### src/rtl/uart_pkg.sv
// Shared UART definitions: receiver state encoding and default frame geometry
// used by both the receive and transmit halves.
package uart_pkg;

    localparam int STATE_WIDTH        = 3;
    localparam int DEFAULT_DATA_WIDTH = 8;
    localparam int DEFAULT_OVERSAMPLE = 16;

    typedef enum logic [STATE_WIDTH-1:0] {
        IDLE      = 3'd0,
        START     = 3'd1,
        DATA      = 3'd2,
        PARITY    = 3'd3,
        STOP      = 3'd4,
        WAIT_IDLE = 3'd5
    } rx_state_t;

    // Width of an index able to address every bit of a word of the given width.
    function automatic int index_width(input int width);
        return (width > 1) ? $clog2(width) : 1;
    endfunction

endpackage

### src/rtl/uart_deserializer.sv
// Receive-side shift register: stores one serial bit at the addressed position
// whenever sample_enable is high. Counterpart of the transmit serializer.
module uart_deserializer
    import uart_pkg::*;
#(
    parameter int DATA_WIDTH  = DEFAULT_DATA_WIDTH,
    parameter int INDEX_WIDTH = index_width(DATA_WIDTH)
) (
    input  logic                   clk,
    input  logic                   reset,
    input  logic                   sample_enable,
    input  logic [INDEX_WIDTH-1:0] serial_data_index,
    input  logic                   serial_data,
    output logic [DATA_WIDTH-1:0]  shift_reg
);

    always_ff @(posedge clk or negedge reset) begin
        if (!reset) begin
            shift_reg <= '0;
        end else if (sample_enable) begin
            shift_reg[serial_data_index] <= serial_data;
        end
    end

endmodule

### src/rtl/uart_rx_core.sv
// UART receiver: two-flop synchroniser, start-bit qualification, mid-bit sampling LSB
// first and stop-bit check. Even parity checking is added when UART_RX_PARITY_EN is defined.
module uart_rx_core
    import uart_pkg::*;
#(
    parameter int DATA_WIDTH = DEFAULT_DATA_WIDTH,
    parameter int OVERSAMPLE = DEFAULT_OVERSAMPLE
) (
    input  logic                  clk,
    input  logic                  reset,
    input  logic                  sample_tick,
    input  logic                  rx_serial,
    output logic [DATA_WIDTH-1:0] parallel_data,
    output logic                  data_valid,
    output logic                  framing_error,
    output logic                  parity_error,
    output logic                  busy
);

    localparam int TICK_WIDTH  = $clog2(OVERSAMPLE);
    localparam int INDEX_WIDTH = index_width(DATA_WIDTH);

    localparam logic [TICK_WIDTH-1:0]  TICK_MID  = TICK_WIDTH'(OVERSAMPLE / 2 - 1);
    localparam logic [TICK_WIDTH-1:0]  TICK_LAST = TICK_WIDTH'(OVERSAMPLE - 1);
    localparam logic [INDEX_WIDTH-1:0] BIT_LAST  = INDEX_WIDTH'(DATA_WIDTH - 1);

    rx_state_t              state;
    logic [TICK_WIDTH-1:0]  tick_cnt;
    logic [INDEX_WIDTH-1:0] bit_idx;
    logic                   rx_meta;
    logic                   rx_s;
    logic                   sample_enable;
    logic [DATA_WIDTH-1:0]  shift_reg;

`ifdef UART_RX_PARITY_EN
    logic                   parity_bad;
`else
    assign parity_error = 1'b0;
`endif

    // Both flops reset to the idle-high line level so reset never looks like a start bit.
    always_ff @(posedge clk or negedge reset) begin
        if (!reset) begin
            rx_meta <= 1'b1;
            rx_s    <= 1'b1;
        end else begin
            rx_meta <= rx_serial;
            rx_s    <= rx_meta;
        end
    end

    assign sample_enable = sample_tick && (state == DATA) && (tick_cnt == TICK_LAST);

    uart_deserializer #(
        .DATA_WIDTH  (DATA_WIDTH),
        .INDEX_WIDTH (INDEX_WIDTH)
    ) deserializer (
        .clk               (clk),
        .reset             (reset),
        .sample_enable     (sample_enable),
        .serial_data_index (bit_idx),
        .serial_data       (rx_s),
        .shift_reg         (shift_reg)
    );

    always_ff @(posedge clk or negedge reset) begin
        if (!reset) begin
            state         <= IDLE;
            tick_cnt      <= '0;
            bit_idx       <= '0;
            parallel_data <= '0;
            data_valid    <= 1'b0;
            framing_error <= 1'b0;
            busy          <= 1'b0;
`ifdef UART_RX_PARITY_EN
            parity_error  <= 1'b0;
            parity_bad    <= 1'b0;
`endif
        end else begin
            data_valid    <= 1'b0;
            framing_error <= 1'b0;
`ifdef UART_RX_PARITY_EN
            parity_error  <= 1'b0;
`endif
            if (sample_tick) begin
                case (state)
                    IDLE: begin
                        if (!rx_s) begin
                            state    <= START;
                            tick_cnt <= '0;
                            busy     <= 1'b1;
                        end
                    end

                    // A start bit that has vanished by mid-bit is treated as line noise.
                    START: begin
                        if (tick_cnt == TICK_MID) begin
                            tick_cnt <= '0;
                            if (!rx_s) begin
                                state   <= DATA;
                                bit_idx <= '0;
                            end else begin
                                state <= IDLE;
                                busy  <= 1'b0;
                            end
                        end else begin
                            tick_cnt <= tick_cnt + 1'b1;
                        end
                    end

                    DATA: begin
                        if (tick_cnt == TICK_LAST) begin
                            tick_cnt <= '0;
                            if (bit_idx == BIT_LAST) begin
`ifdef UART_RX_PARITY_EN
                                state <= PARITY;
`else
                                state <= STOP;
`endif
                            end else begin
                                bit_idx <= bit_idx + 1'b1;
                            end
                        end else begin
                            tick_cnt <= tick_cnt + 1'b1;
                        end
                    end

`ifdef UART_RX_PARITY_EN
                    PARITY: begin
                        if (tick_cnt == TICK_LAST) begin
                            tick_cnt   <= '0;
                            parity_bad <= (^shift_reg) ^ rx_s;
                            state      <= STOP;
                        end else begin
                            tick_cnt <= tick_cnt + 1'b1;
                        end
                    end
`endif

                    // Leaving at mid-stop gives half a bit of margin for a back-to-back start.
                    STOP: begin
                        if (tick_cnt == TICK_LAST) begin
                            tick_cnt <= '0;
                            if (!rx_s) begin
                                framing_error <= 1'b1;
                                state         <= WAIT_IDLE;
`ifdef UART_RX_PARITY_EN
                            end else if (parity_bad) begin
                                parity_error <= 1'b1;
                                state        <= IDLE;
                                busy         <= 1'b0;
`endif
                            end else begin
                                parallel_data <= shift_reg;
                                data_valid    <= 1'b1;
                                state         <= IDLE;
                                busy          <= 1'b0;
                            end
                        end else begin
                            tick_cnt <= tick_cnt + 1'b1;
                        end
                    end

                    WAIT_IDLE: begin
                        if (rx_s) begin
                            state <= IDLE;
                            busy  <= 1'b0;
                        end
                    end

                    default: begin
                        state    <= IDLE;
                        tick_cnt <= '0;
                        busy     <= 1'b0;
                    end
                endcase
            end
        end
    end

endmodule

### config.mk
export PLATFORM = sky130hd
export DESIGN_NAME = uart_rx_core
export DESIGN_NICKNAME = d
export VERILOG_FILES = /design/src/rtl/uart_pkg.sv /design/src/rtl/uart_deserializer.sv /design/src/rtl/uart_rx_core.sv
export SDC_FILE = /design/constraint.sdc
export NUM_CORES = 1
export LEC_CHECK = 0
export CAP_MARGIN = 25
export CELL_PAD_IN_SITES_DETAIL_PLACEMENT = 0
export CELL_PAD_IN_SITES_GLOBAL_PLACEMENT = 2
export CORE_ASPECT_RATIO = 1.4
export CORE_MARGIN = 2
export CORE_UTILIZATION = 37
export DETAILED_ROUTE_END_ITERATION = 7
export PLACE_DENSITY_LB_ADDON = 0.1
export SETUP_SLACK_MARGIN = 0.1
export SLEW_MARGIN = 25
export SYNTH_ARGS = -nofsm -noshare
export SYNTH_HDL_FRONTEND = slang
export SYNTH_HIERARCHICAL = 1
export SYNTH_SLANG_ARGS = --single-unit
### constraint.sdc
create_clock -name clk -period 6.1 [get_ports clk]
set_clock_uncertainty 0.15 [all_clocks]
set_input_delay 1.83 -clock clk [delete_from_list [all_inputs] [get_ports clk]]
set_output_delay 1.83 -clock clk [all_outputs]
set_load 0.05 [all_outputs]
After elaboration in Yosys (flattened, before gate mapping):

Cells that the tools add are included.

* add/sub/neg operators: 2
* $lt $le $gt $ge: 2
* eq/ne operators: 15
* multiplexer cells: 34
* bitwise operators: 2
* reductions and logical operators: 11

Operator list (number)
* two-way mux 3 bit: 11
* case mux 4 bit (4 select lines): 1
* case mux 3 bit (5 select lines): 1
* two-way mux 1 bit: 13
* two-way mux 4 bit: 3
* != test 2 bit, second input constant: 6
* equality test 3 bit, second input constant: 3
* bitwise mux 8 bit: 1
* AND reduction 7 bit: 1
* case mux 3 bit (2 select lines): 1
* AND reduction 6 bit: 1
* case mux 1 bit (5 select lines): 1
* AND reduction 5 bit: 1
* adder 4 x 1 -> 4 bit, second input constant: 1
* equality test 4 x 3 -> 1 bit, second input constant: 1
* equality test 4 bit, second input constant: 1
* less-than comparator 3 x 4 -> 1 bit, second input constant: 1
* != test 2 x 1 -> 1 bit, second input constant: 2
* AND reduction 4 bit: 1
* adder 3 x 1 -> 3 bit, second input constant: 1
* demux 1 bit (select 3 bit): 1
* equality test 3 x 1 -> 1 bit, second input constant: 1
* equality test 3 x 2 -> 1 bit, second input constant: 1
* greater-or-equal comparator 3 x 1 -> 1 bit, second input constant: 1
* other kinds (7): 10

* flip-flop bits (word level): 31
* bits of input ports: 4
* logic and storage cells: 76

Longest topological paths before layout:

* depth after elaboration: 5
* mapped depth: 6
* depth with buffers taken out: 6

Cells and area by module:

The synthesis kept the hierarchy.

Modules (own cells, without submodules)
* uart_rx_core: instances 1, cells each 114, area an instance 1241.2 um2, sequential area each 578.1 um2
* uart_deserializer: instances 1, cells each 24, area an instance 386.6 um2, sequential area each 200.2 um2

Least setup slack after synthesis:

OpenSTA, ideal clock, no wires.

* kind: input -> register
* start: in sample_tick
* end: reg deserializer.shift_reg[0]
* library setup time: 0.125 ns
* arrival: 2.878 ns
* data required time: 5.825 ns
* slack: 2.947 ns
* stages: 5
* path buffers: 1
* path through: buf_2 nand2_1 nor2_1 nor4b_2 mux2_2

* word-level cells in the longest chain between the ends: 2

Ends and longest elaborated chain
* from (decl): line uart_rx_core.sv:11 `input logic sample_tick,`
* logical AND 1 bit (2 in a row): line uart_rx_core.sv:52 `assign sample_enable = sample_tick && (state == DATA) && (tick_cnt == TICK_LAST);`
* net sample_enable: line uart_rx_core.sv:32 `logic sample_enable;`
* to (signal, indexed assignment): line uart_deserializer.sv:21 `shift_reg[serial_data_index] <= serial_data;`
* to (decl): line uart_deserializer.sv:14 `output logic [DATA_WIDTH-1:0] shift_reg`

The timed path passes the listed nets, and every way through them passes these cells.
A chain may end at the register's enable or synchronous reset.

Worst setup path in the final report:

Ends and elaborated chain as after synthesis.

==> results_dict.tcl <==
set metrics [dict create \
    drive_gt1_share_pct 25.7 \
    critPathBufInv 1 \
    grt-ovfl-total 0 \
    synth_fp_nets 145 \
    crit_fanout 8 \
    port_buffers 14 \
    ys_seq_area_share_pct 47.8 \
    synth_flop_cell "dfrtp_1" \
    wl_per_cell_um 15.7 \
    min_period_ps 3500 \
    cts_setup_buffers 0 \
    nNetsFinal 158 \
    antenna_found_initial 0 \
    ctsHoldBuffers 0 \
    grt_pass1_wl_mm 5.26 \
    endpoint_kind "flop" \
    postCtsResizedCells 0 \
    hold_class "flop to flop" \
    grt_pass1_vias 1041 \
    cp_data_required_time_ps 6120 \
    globalplace.congestion 0.708 \
    finalSetupTns_ps 0 \
    clk_path_buf_depth 2 \
    yosysMostFrequentCell "dfrtp_1" \
    drt-initial-drc-count 31 \
    use_met2_pct 25.4 \
    synthCells 138 \
    grt.met1_usage_pct 17.5 \
    setup_viol 0 \
    worst_slew_pin_slew_ps 608 \
    drc 0 \
    critPathKind "input port to flop" \
    design_area_um2 1920 \
    globalRouteMet3Util_pct 4.21 \
    cts_made_buffers 5 \
    synth_commonest_cells "dfrtp_1, mux2_2, o21ai_0" \
    intPower_w 0.000449 \
    pwr-share-seq_pct 43.5 \
    holdPathStages 0 \
    yosys.area.top_type "dfrtp_1" \
    max-cap-violations 0 \
    detailed_place.area_um2 1800 \
    path_cells "clkdlybuf4s50_1 > nand2_1 > nor2_1 > nor4b_2 > mux2_2" \
    maxSlewViolCount 0 \
    row_count 28 \
    avgSynthCellArea_um2 11.8 \
    start_util_pct 38.4 \
    chipHeight_um 82.5 \
    yosys_warnings 6 \
    grt_max_degree 32 \
    h-tree-depth 2 \
    die_area_um2 4950 \
    first_pass_iters 4 \
    syn_area_um2 1630 \
    synth_top_area_share_pct 44.6 \
    timing.fmax_mhz 286 \
    p_leak_nw 0.865 \
    slowest_delay_ps 610 \
    synth.distinct_cells 47 \
    root_buffer "clkbuf_8" \
    worst_slew_margin_rel_pct 59.4 \
    period_share_pct 57.4 \
    synth_area_leaders "dfrtp_1, mux2_2, dfstp_2" \
    p_sw_w 0.000238 \
    rsz0062_at_grt "false" \
    core_area_um2 4240 \
    diodes 0 \
    combinationalPowerShare_pct 26.2 \
    ant_nets 0 \
    ff2ff_path_depth 4 \
    netSwitchingFraction_pct 34.6 \
    dp_hpwl_mm 2.39 \
    vias 1109 \
    track_usage_pct 15.1 \
    cts.reportedPaths.clkPinSlew_ps 70 \
    synth_edf_count 0 \
    hold_slack_ps 214 \
    via_per_inst 5.23 \
    cp.depth 5 \
    ir_drop_mv 0.161 \
    clk_latency_ps 280 \
    p_per_area_nw_per_um2 358 \
    wl_mm 3.33 \
    ioPinCount 16 \
    busiest_layer "met2" \
    ys_ff_latch 31 \
    cts_tree "yes" \
    cp.arrival_ps 3520 \
    async_reset_ff_share_pct 100 \
    cp_slowest_cell "clkdlybuf4s50_1" \
    finalHoldViolCount 0 \
    power_frac_clock_pct 30.3 \
    status "finished, final reports clean" \
    startpoint_type "input port" \
    die_w_um 60.1 \
    path_delay_family "simple AND/OR/NAND/NOR gates" \
    syn2layout_area_growth_pct 17.8 \
    cts.sinks 31 \
]
-- per-layer routing --
| metal | wire, µm | vias up | part of all wire [%] |
|---|---|---|---|
| met3 | 84 | 5 | 2.5 |
| met2 | 1750 | 18 | 53 |
| met5 | 0 | - | 0 |
| met1 | 1430 | 548 | 43 |
| li1 | - | 538 | - |
| met4 | 59 | 0 | 1.8 |
-- cell families after synthesis --
group           Yosys count  synth area share (%)
simple gates             42                  19.1
flops                    31                  47.8
compound gates           25                  10.1
mux                      22                  15.8
buf+inv                  13                  4.00
fa+ha+maj                 3                  2.31
other cells               1                 0.230
xor+xnor                  1                 0.538
-- power groups by stage --
stage	sequential, W	combinational, W	clock (W)
after detailed placement	0.000303	0.000182	0
after floorplan	0.000262	0.000175	0
final	0.000299	0.000180	0.000208
after CTS	0.000298	0.000183	0.000215
after global routing	0.000306	0.000201	0.000223
after global placement	0.000300	0.000178	0
-- area by class of cell --
| class | count | area [µm²] |
|---|---|---|
| fillers | 419 | 2320 |
| multi-input cells | 94 | 785 |
| flip-flops and latches | 31 | 778 |
| repair buffers | 15 | 148 |
| clock buffers | 6 | 82.6 |
| well taps | 60 | 75.1 |
| clock inverters | 2 | 35.0 |
| inverters | 4 | 15.0 |
-- worst paths after layout --
| path | slack [ps] | to | startpoint |
|---|---|---|---|
| worst min register to register | 210 | rx_s | rx_meta |
| max in group asynchronous | 3680 | rx_s | reset |
| worst min-delay path | 210 | rx_s | rx_meta |
| min in group asynchronous | 1800 | data_valid | reset |
| worst max-delay path | 2600 | deserializer/shift_reg[0] | sample_tick |
| worst max register to register | 3630 | deserializer/shift_reg[0] | state[1] |
-- cells in the final DEF (no fill, tap or decap), drive strengths merged, types with 2 or more instances in the layout --
cell type and count:
nand4b 3, nand2 8, nor3 3, o211a 2, o211ai 2, and3 3
nor4 2, or3b 3, ha 3, clkbuf 6, nand2b 2, nor2 5
o22ai 2, clkdlybuf4s50 14, nor4b 3, dfstp 2, and4bb 3, nand4 2
inv 4, a21oi 3, o21ai 8, mux2 21, dfrtp 29
-- metrics by stage --
step                total power [W]  std cells  setup WS, ps  utilization (%)
finish                     0.000687        212          2600             45.2
global route               0.000730        212          2510             45.2
CTS                        0.000696        212          2620             45.2
detailed placement         0.000485        204          2330             42.5
global placement           0.000478        204          2380             42.5
floorplan                  0.000437        138          2950                -
(Power assumes the default switching activity.)
